==> src/rtl/commit_unit_pkg.sv <==
// Shared types and constants for the commit stage: entry layout, arch codes, FSM states.
package commit_unit_pkg;

  localparam int unsigned PHYS_BITS    = 6;
  localparam int unsigned ARCH_BITS    = 3;
  localparam int unsigned NUM_ARCH     = 6;
  localparam int unsigned FLUSH_CYCLES = 2;
  localparam int unsigned NUM_SLOTS    = 3;
  localparam int unsigned ENTRY_W      = 1 + ARCH_BITS + PHYS_BITS;

  localparam int unsigned PHYS_LSB  = 0;
  localparam int unsigned ARCH_LSB  = PHYS_BITS;
  localparam int unsigned FLUSH_BIT = PHYS_BITS + ARCH_BITS;

  localparam int unsigned CTR_W = (FLUSH_CYCLES > 1) ? $clog2(FLUSH_CYCLES) : 1;

  localparam logic [ARCH_BITS-1:0] ARCH_NONE = 3'd0;
  localparam logic [ARCH_BITS-1:0] ARCH_A    = 3'd1;
  localparam logic [ARCH_BITS-1:0] ARCH_X    = 3'd2;
  localparam logic [ARCH_BITS-1:0] ARCH_Y    = 3'd3;
  localparam logic [ARCH_BITS-1:0] ARCH_SP   = 3'd4;
  localparam logic [ARCH_BITS-1:0] ARCH_P    = 3'd5;

  typedef struct packed {
    logic                 flush;
    logic [ARCH_BITS-1:0] arch;
    logic [PHYS_BITS-1:0] phys;
  } entry_t;

  typedef enum logic [0:0] {
    StRun,
    StFlush
  } state_e;

  function automatic entry_t unpack_entry(logic [ENTRY_W-1:0] raw);
    entry_t e;
    e.flush = raw[FLUSH_BIT];
    e.arch  = raw[ARCH_LSB +: ARCH_BITS];
    e.phys  = raw[PHYS_LSB +: PHYS_BITS];
    return e;
  endfunction

endpackage

==> src/rtl/commit_unit_rrat_file.sv <==
// Retirement RAT: one phys tag per arch register, three write ports applied in slot order
// so later ports observe earlier ports' writes within the same cycle.
module commit_unit_rrat_file
  import commit_unit_pkg::*;
(
  input  logic                                  clk_i,
  input  logic                                  rst_i,
  input  logic [NUM_SLOTS-1:0]                  we_i,
  input  logic [NUM_SLOTS-1:0][ARCH_BITS-1:0]   waddr_i,
  input  logic [NUM_SLOTS-1:0][PHYS_BITS-1:0]   wdata_i,
  output logic [NUM_SLOTS-1:0][PHYS_BITS-1:0]   old_o,
  output logic [NUM_ARCH*PHYS_BITS-1:0]         rrat_o
);

  logic [NUM_ARCH-1:0][PHYS_BITS-1:0] rrat_q, rrat_d;

  always_comb begin
    rrat_d = rrat_q;
    old_o  = '0;
    for (int i = 0; i < NUM_SLOTS; i++) begin
      // Codes past the last arch reg have no storage; such writes are dropped.
      if (we_i[i] && (waddr_i[i] < ARCH_BITS'(NUM_ARCH))) begin
        old_o[i]             = rrat_d[waddr_i[i]];
        rrat_d[waddr_i[i]]   = wdata_i[i];
      end
    end
  end

  always_ff @(posedge clk_i) begin
    if (rst_i) begin
      for (int r = 0; r < NUM_ARCH; r++) begin
        rrat_q[r] <= PHYS_BITS'(r);
      end
    end else begin
      rrat_q <= rrat_d;
    end
  end

  assign rrat_o = rrat_q;

endmodule

==> src/rtl/commit_unit.sv <==
// In-order commit stage: retires up to three ROB entries per cycle, maintains the
// retirement RAT, frees superseded tags and opens a recovery window on a flush entry.
module commit_unit
  import commit_unit_pkg::*;
(
  input  logic                          clk,
  input  logic                          rst,
  input  logic [NUM_SLOTS*ENTRY_W-1:0]  rob_dout,
  output logic [2:0]                    rob_ready_ct,
  output logic [NUM_SLOTS*PHYS_BITS-1:0] free_tags,
  output logic [NUM_SLOTS-1:0]          free_valid,
  output logic [NUM_ARCH*PHYS_BITS-1:0] rrat_out,
  output logic                          flush,
  output logic [15:0]                   retire_count
);

  state_e                              state_q, state_d;
  logic [CTR_W-1:0]                    ctr_q, ctr_d;
  logic [2:0]                          req_ct_q;
  logic [NUM_SLOTS-1:0][PHYS_BITS-1:0] free_tags_q, free_tags_d;
  logic [NUM_SLOTS-1:0]                free_valid_q, free_valid_d;
  logic [15:0]                         retire_count_q, retire_count_d;

  entry_t                              slot [NUM_SLOTS];
  logic [NUM_SLOTS-1:0]                live, commit, we, sq_free;
  logic                                group_flush;
  logic [1:0]                          n_commit;
  logic [NUM_SLOTS-1:0][ARCH_BITS-1:0] waddr;
  logic [NUM_SLOTS-1:0][PHYS_BITS-1:0] wdata, old_tag;

  // Slot classification; once a flush slot commits, every younger live slot is squashed.
  always_comb begin
    live        = '0;
    commit      = '0;
    we          = '0;
    sq_free     = '0;
    group_flush = 1'b0;
    n_commit    = '0;
    waddr       = '0;
    wdata       = '0;
    for (int i = 0; i < NUM_SLOTS; i++) begin
      slot[i]  = unpack_entry(rob_dout[ENTRY_W*i +: ENTRY_W]);
      waddr[i] = slot[i].arch;
      wdata[i] = slot[i].phys;
      live[i]  = 3'(i) < req_ct_q;
      if (live[i]) begin
        if (group_flush) begin
          sq_free[i] = slot[i].arch != ARCH_NONE;
        end else if (slot[i].flush || (slot[i].arch != ARCH_NONE)) begin
          commit[i]   = 1'b1;
          we[i]       = slot[i].arch != ARCH_NONE;
          group_flush = slot[i].flush;
        end
      end
      n_commit = n_commit + 2'(commit[i]);
    end
  end

  commit_unit_rrat_file u_rrat (
    .clk_i   (clk),
    .rst_i   (rst),
    .we_i    (we),
    .waddr_i (waddr),
    .wdata_i (wdata),
    .old_o   (old_tag),
    .rrat_o  (rrat_out)
  );

  always_comb begin
    free_valid_d   = '0;
    free_tags_d    = '0;
    for (int i = 0; i < NUM_SLOTS; i++) begin
      free_valid_d[i] = we[i] | sq_free[i];
      free_tags_d[i]  = we[i] ? old_tag[i] : slot[i].phys;
    end
    retire_count_d = retire_count_q + 16'(n_commit);
  end

  // Request nothing once a flush is seen so no younger group reaches commit.
  assign rob_ready_ct = ((state_q == StRun) && !group_flush) ? 3'd3 : 3'd0;
  assign flush        = (state_q == StFlush);
  assign free_tags    = free_tags_q;
  assign free_valid   = free_valid_q;
  assign retire_count = retire_count_q;

  always_comb begin
    state_d = state_q;
    ctr_d   = ctr_q;
    unique case (state_q)
      StRun: begin
        if (group_flush) begin
          state_d = StFlush;
          ctr_d   = CTR_W'(FLUSH_CYCLES - 1);
        end
      end
      StFlush: begin
        if (ctr_q == '0) begin
          state_d = StRun;
        end else begin
          ctr_d = ctr_q - 1'b1;
        end
      end
      default: state_d = StRun;
    endcase
  end

  always_ff @(posedge clk) begin
    if (rst) begin
      state_q        <= StRun;
      ctr_q          <= '0;
      req_ct_q       <= '0;
      free_tags_q    <= '0;
      free_valid_q   <= '0;
      retire_count_q <= '0;
    end else begin
      state_q        <= state_d;
      ctr_q          <= ctr_d;
      req_ct_q       <= rob_ready_ct;
      free_tags_q    <= free_tags_d;
      free_valid_q   <= free_valid_d;
      retire_count_q <= retire_count_d;
    end
  end

endmodule

==> config.mk <==
export PLATFORM = sky130hd
export DESIGN_NAME = commit_unit
export DESIGN_NICKNAME = d
export VERILOG_FILES = /design/src/rtl/commit_unit_pkg.sv /design/src/rtl/commit_unit_rrat_file.sv /design/src/rtl/commit_unit.sv
export SDC_FILE = /design/constraint.sdc
export NUM_CORES = 1
export LEC_CHECK = 0
export ABC_AREA = 1
export CAP_MARGIN = 0
export CORE_UTILIZATION = 44
export DETAILED_ROUTE_END_ITERATION = 8
export PLACE_DENSITY = 0.83
export SLEW_MARGIN = 20
export SYNTH_ARGS = -nofsm -noshare
export SYNTH_HDL_FRONTEND = slang
export SYNTH_SLANG_ARGS = --single-unit
export TNS_END_PERCENT = 1
==> constraint.sdc <==
create_clock -name clk -period 3.7 [get_ports clk]
set_input_delay 0.37 -clock clk [delete_from_list [all_inputs] [get_ports clk]]
set_output_delay 0.37 -clock clk [all_outputs]
set_load 0.01 [all_outputs]
Yosys cells after proc, flatten, opt, wreduce, memory -nomap -nowiden. Cells that the tools add are included.

Flip-flop bits (word level): 78. Output and inout port bits: 77. Logic and storage cells: 107.

Add/sub/neg operators: 4. $lt $le $gt $ge: 12. Eq/ne operators: 1. Mux-type cells: 59. Bitwise logic cells: 3. Reductions and logical operators: 14.

Operators with widths (number): bitwise mux 36 bit (3); 2-to-1 mux 36 bit (3); 2-to-1 mux 6 bit (12); binary-select mux 6 bit (select 3 bit) (3); demux 6 bit (select 3 bit) (3); 2-to-1 mux 1 bit (32); adder 16 x 2 -> 16 bit (1); < comparator 3 x 4 -> 1 bit, second input constant (3); greater-or-equal comparator 3 x 1 -> 1 bit, second input constant (3); < comparator 3 bit, second input constant (3); nonzero test 3 bit (3); logical AND 1 bit (7); < comparator 1 x 3 -> 1 bit, first input constant (2); case mux 1 bit (2 select lines) (2); logical OR 1 bit (3); < comparator 2 x 3 -> 1 bit, first input constant (1); adder 1 x 1 -> 2 bit (1); adder 2 x 1 -> 2 bit (1); 2-to-1 mux 2 bit (1); != test 2 bit, second input constant (1); bitwise OR 1 bit (2); zero test 1 bit (1); inverter 1 bit (1); subtractor 1 bit, second input constant (1).

Logic depth before layout (Yosys ltp).
Depth in word-level cells: 12. Depth in mapped cells: 18. Mapped depth without buffers: 17.

By module. A second synthesis with hierarchy kept.

Cells, all modules: 877. Area, all modules: 5196.2 um^2.

By module, submodules not included: commit_unit_rrat_file (instances 1, cells each 644, area each 3488.3 um^2, seq. area each 720.7 um^2); commit_unit (instances 1, cells each 233, area each 1707.9 um^2, seq. area each 800.8 um^2).

Least setup slack after synthesis. No wires, ideal clock.

Path type: in2reg. Start: input rob_dout[26]. End: register retire_count_q[14], in the netlist retire_count[14]. Library setup time: 113 ps. Arrival time: 2834 ps. Data required time: 3587 ps. Path slack: 754 ps. Cell stages on the path: 18. Cells stage by stage: buf_4 inv_2 buf_4 nand3_2 o21ai_0 fa_1 inv_1 ha_1 fa_1 nand2_1 inv_1 nand3_1 nor3b_1 nand4_1 nor2_1 nand2_1 nand2_1 nor2_1.

Cells in the longest elaborated chain, start to end: 7.

Ends and longest elaborated chain: start: declaration (RTL line commit_unit.sv:8) `input logic [NUM_SLOTS*ENTRY_W-1:0] rob_dout,`; nonzero test 3 bit (RTL line commit_unit.sv:49) `end else if (slot[i].flush || (slot[i].arch != ARCH_NONE)) begin`; logical OR 1 bit (RTL line commit_unit.sv:49); 2-to-1 mux 1 bit (RTL line commit_unit.sv:49); 2-to-1 mux 1 bit (RTL line commit_unit.sv:47) `if (group_flush) begin`; 2-to-1 mux 1 bit (RTL line commit_unit.sv:46) `if (live[i]) begin`; adder 2 x 1 -> 2 bit (RTL line commit_unit.sv:55) `n_commit = n_commit + 2'(commit[i]);`; adder 16 x 2 -> 16 bit (RTL line commit_unit.sv:76) `retire_count_d = retire_count_q + 16'(n_commit);`; end signal: assignment (RTL line commit_unit.sv:121) `retire_count_q <= retire_count_d;`; end: declaration (RTL line commit_unit.sv:22) `logic [15:0] retire_count_q, retire_count_d;`.

Every way passes these cells. A chain may end at the register's enable or synchronous reset.

Worst setup path after layout.
Start: input rob_dout[8]. End: register retire_count_q[14], in the netlist retire_count[14].

Cells in the longest elaborated chain, start to end: 10.

Ends and longest elaborated chain (RTL line): nonzero test 3 bit * (commit_unit.sv:49); logical OR 1 bit * (commit_unit.sv:49); 2-to-1 mux 1 bit (commit_unit.sv:49); 2-to-1 mux 1 bit (commit_unit.sv:46); 2-to-1 mux 1 bit (commit_unit.sv:47); 2-to-1 mux 1 bit (commit_unit.sv:46); 2-to-1 mux 1 bit (commit_unit.sv:47); 2-to-1 mux 1 bit (commit_unit.sv:46); adder 2 x 1 -> 2 bit * (commit_unit.sv:55); adder 16 x 2 -> 16 bit * (commit_unit.sv:76).

Every way passes the cells marked *; elsewhere a longest branch is shown, timed or not.

==> qor.csv <==
stage,metric,value,unit
status,status,"finished, final reports clean",
synthesis,synthesized area,4530,sq um
synthesis,ys flop type,dfxtp_1,
synthesis,Synth Area in XOR/XNOR,0.193,%
routing,vias per std cell,5.49,
clocking,CTS buffer count,9,
floorplan,IO Count,109,
synthesis,mux contribution to synthesized area,0,%
global_route,first-pass GRT wire length,24.4,mm
sta,worst hold slack,0.426,ns
floorplan,Site Rows,36,
sta,Least-Margin Pin Slew,0.730,ns
synthesis,"Distinct cells, synth",39,
power_and_ir_drop,leakage,2.79,nW
worst_hold_path,worst hold path type,reg2reg,
synthesis,share of the synthesized area in the top cell type,33.6,%
global_route,initial antenna violation count,0,
floorplan,DIE WIDTH,103,um
job,Max Cap Viol,0,
synthesis,async set-reset flop share out of synthesis,0,%
sta,final worst path period need,3.29,ns
routing,total number of vias,5264,
floorplan,die area,10700,sq um
synthesis,"count leader, synth",nand2_1,
placed_design,Routability Congestion,0.964,
routing,total routed wirelength,16.2,mm
floorplan,Initial Util,45.9,%
power_and_ir_drop,Peak supply drop,0.225,mV
setup_path,Worst Path Required,3.96,ns
clocking,Clock Sinks,76,
final_layout,fin util,60.8,%
routing,post-DR wirelength/cell,16.9,um
clocking,Worst-Skew Late Latency,0.37,ns
clocking,CTS tree,yes,
power_and_ir_drop,Power Dens Cells,361,nW/um^2
routing,ANT nets after route,0,
setup_path,WP data arrival,3.56,ns
final_layout,"Design Area, Final",5990,sq um
setup_path,Worst setup SP type,input port,
final_layout,Layout Nets,857,
synthesis,fraction of the mapped netlist area in adder cells,1.44,%
placed_design,Port Buffer Count,107,
sta,Final Skew,0.0206,ns
synthesis,Synth Register Bits,76,
synthesis,compound-cell area share of the yosys netlist,17.3,%
synthesis,Mean Syn Cell Area,6.38,sq um
placed_design,area of placed instances,5770,sq um
setup_path,Setup CP Type,in2reg,
placed_design,Placement Setup Slack,0.0609,ns
floorplan,Die Height,103,um
routing,Pre-Repair DR Iteration Count,7,
final_layout,FILL cells,950,
synthesis,"Seq/Total Area, Yosys",33.6,%
synthesis,Post-Synthesis Cells,710,
sta,"Hold Vio Cnt, Final",0,
clocking,CTS Hold Buffers Added,0,
floorplan,Placeable Area,9860,sq um
synthesis,top post-synthesis cells by count,"nand2_1, nand3_1, inv_1",
clocking,clk slew on worst S/H paths,0.09,ns
sta,Max Slew Vio Count,0,
setup_path,Crit. End Element,flip-flop,
setup_path,Crit Path Max Fanout,3,
clocking,H-tree depth,3,
global_route,GR Overflow Total,0,
sta,Setup TNS,0,ns
synthesis,Yosys top cell by area,dfxtp_1,
power_and_ir_drop,Design Power,2.16,mW
final_layout,Multi-input gate area,2530,sq um
synthesis,simple-gate share of the synthesized area,37.0,%
routing,Iter 0 DRT Violations,436,
placed_design,Post-DP HPWL,12.6,mm
clocking,root buffer cell,clkbuf_8,
sta,part of the cycle the worst path needs,88.9,%
clocking,CTS resizes,0,
global_route,Total GRT Usage,31.1,%
synthesis,synth top area cells,"dfxtp_1, nand2_1, nand3_1",
final_layout,Finished Layout Cells,959,
synthesis,Synthesized Nets,746,
sta,Max Clk Rate,304,MHz
synthesis,Ys Warns,0,
sta,unrepaired setup endpoints after global routing,false,
synthesis,main combinational cell family by area after synthesis,simple AND/OR/NAND/NOR gates,
final_layout,synthesis-to-finish area growth,32.2,%
clocking,largest buffer count on any clock path,2,
sta,setup slack after layout,0.409,ns
clocking,"Setup Fix Bufs, Post-CTS",0,
global_route,vias in the first global route,4489,
final_layout,Diodes inserted,0,
synthesis,"EDFF count, synth",0,
placed_design,placed cell count,943,
final_layout,Reg area,1520,sq um
sta,final setup violation count,0,
routing,drc violations,0,
final_layout,layout cells sized above 1,7.75,%
sta,worst rel slew slack,51.3,%
global_route,pin count of the biggest net entering global routing,36,
==> flip-flops by register name (all words and copies together), names as in the netlist <==
name           count
req_ct_q           1
ctr_q              1
flush              1
free_valid         3
free_tags         18
retire_count      16
u_rrat.rrat_o     36
==> critical path: stages <==
cell             delay [ns]
clkdlybuf4s50_1        0.43
o21ai_0                0.23
nand2_1                0.21
a21oi_1                0.22
fa_1                   0.44
inv_1                  0.07
ha_1                   0.18
fa_1                   0.19
nand2_1                0.08
inv_1                  0.11
nand3_1                0.14
nor3b_1                0.36
nand4_1                0.20
nor2_1                 0.16
nand2_1                0.06
nand2_1                0.05
nor2_1                 0.05
==> cells in the final DEF (no fill, tap or decap), types with 2 or more instances in the layout <==
master and instances:
ha_1 2, a31oi_1 2, buf_4 14, inv_2 12, nor3_1 11, nand3_1 92, o211ai_1 26, nor2_2 4
nand2_2 3, nand3_2 5, o21ai_0 39, a21oi_1 38, inv_6 4, o41ai_1 2, nor2_4 4, nor3_4 2
bufinv_16 2, clkbuf_8 9, o22ai_1 3, a211oi_1 2, fa_1 2, dfxtp_1 76, o21ai_1 14, nor2_1 64
o2111ai_1 4, a21oi_2 2, inv_1 85, clkdlybuf4s50_1 107, nand4_1 4, and2_1 2, nand2_1 180
==> power by group <==
| part | internal (mW) | total, mW | switching (mW) |
|---|---|---|---|
| registers | 0.867 | 0.903 | 0.0353 |
| logic | 0.217 | 0.521 | 0.304 |
| clock network | 0.389 | 0.740 | 0.351 |
| total | 1.47 | 2.16 | 0.691 |
==> cell families (layout without fill, tap and decap cells) <==
group | Yosys count | in the layout
AOI/OAI and AO/OA | 134 | 134
xor gates and xnor gates | 1 | 1
adders and majority gates | 4 | 4
buffers and inverters | 119 | 235
DFF | 76 | 76
other | 1 | 1
and+or+nand+nor | 375 | 375
==> final cells by class <==
type	instances	area share, %
Multi-Input combinational cell	515	42.3
Sequential cell	76	25.4
Timing Repair Buffer	121	19.6
Inverter	98	6.14
Tap cell	133	2.78
Clock buffer	9	2.07
Clock inverter	7	1.71
==> layer usage <==
layer  vias to the layer above  global-route usage (%)  wire length, um  share of wire [%]
met5                         -                       0                0                  0
met4                         0                    15.1              619                3.8
met3                        46                    3.70             1410                8.7
met2                       320                    46.6             6880                 42
met1                      2344                    44.2             7290                 45
li1                       2554                       -                -                  -
==> worst paths after layout <==
kind,depth (start not counted),from,slack (ns),end
worst min-delay path,2,u_rrat.rrat_o[2],0.43,u_rrat.rrat_o[2]
worst max-delay path,17,rob_dout[8],0.41,retire_count[14]
worst min register to register,2,u_rrat.rrat_o[2],0.43,u_rrat.rrat_o[2]
worst max register to register,16,req_ct_q[0],0.46,retire_count[14]
Power figures use the tool's default switching activity.
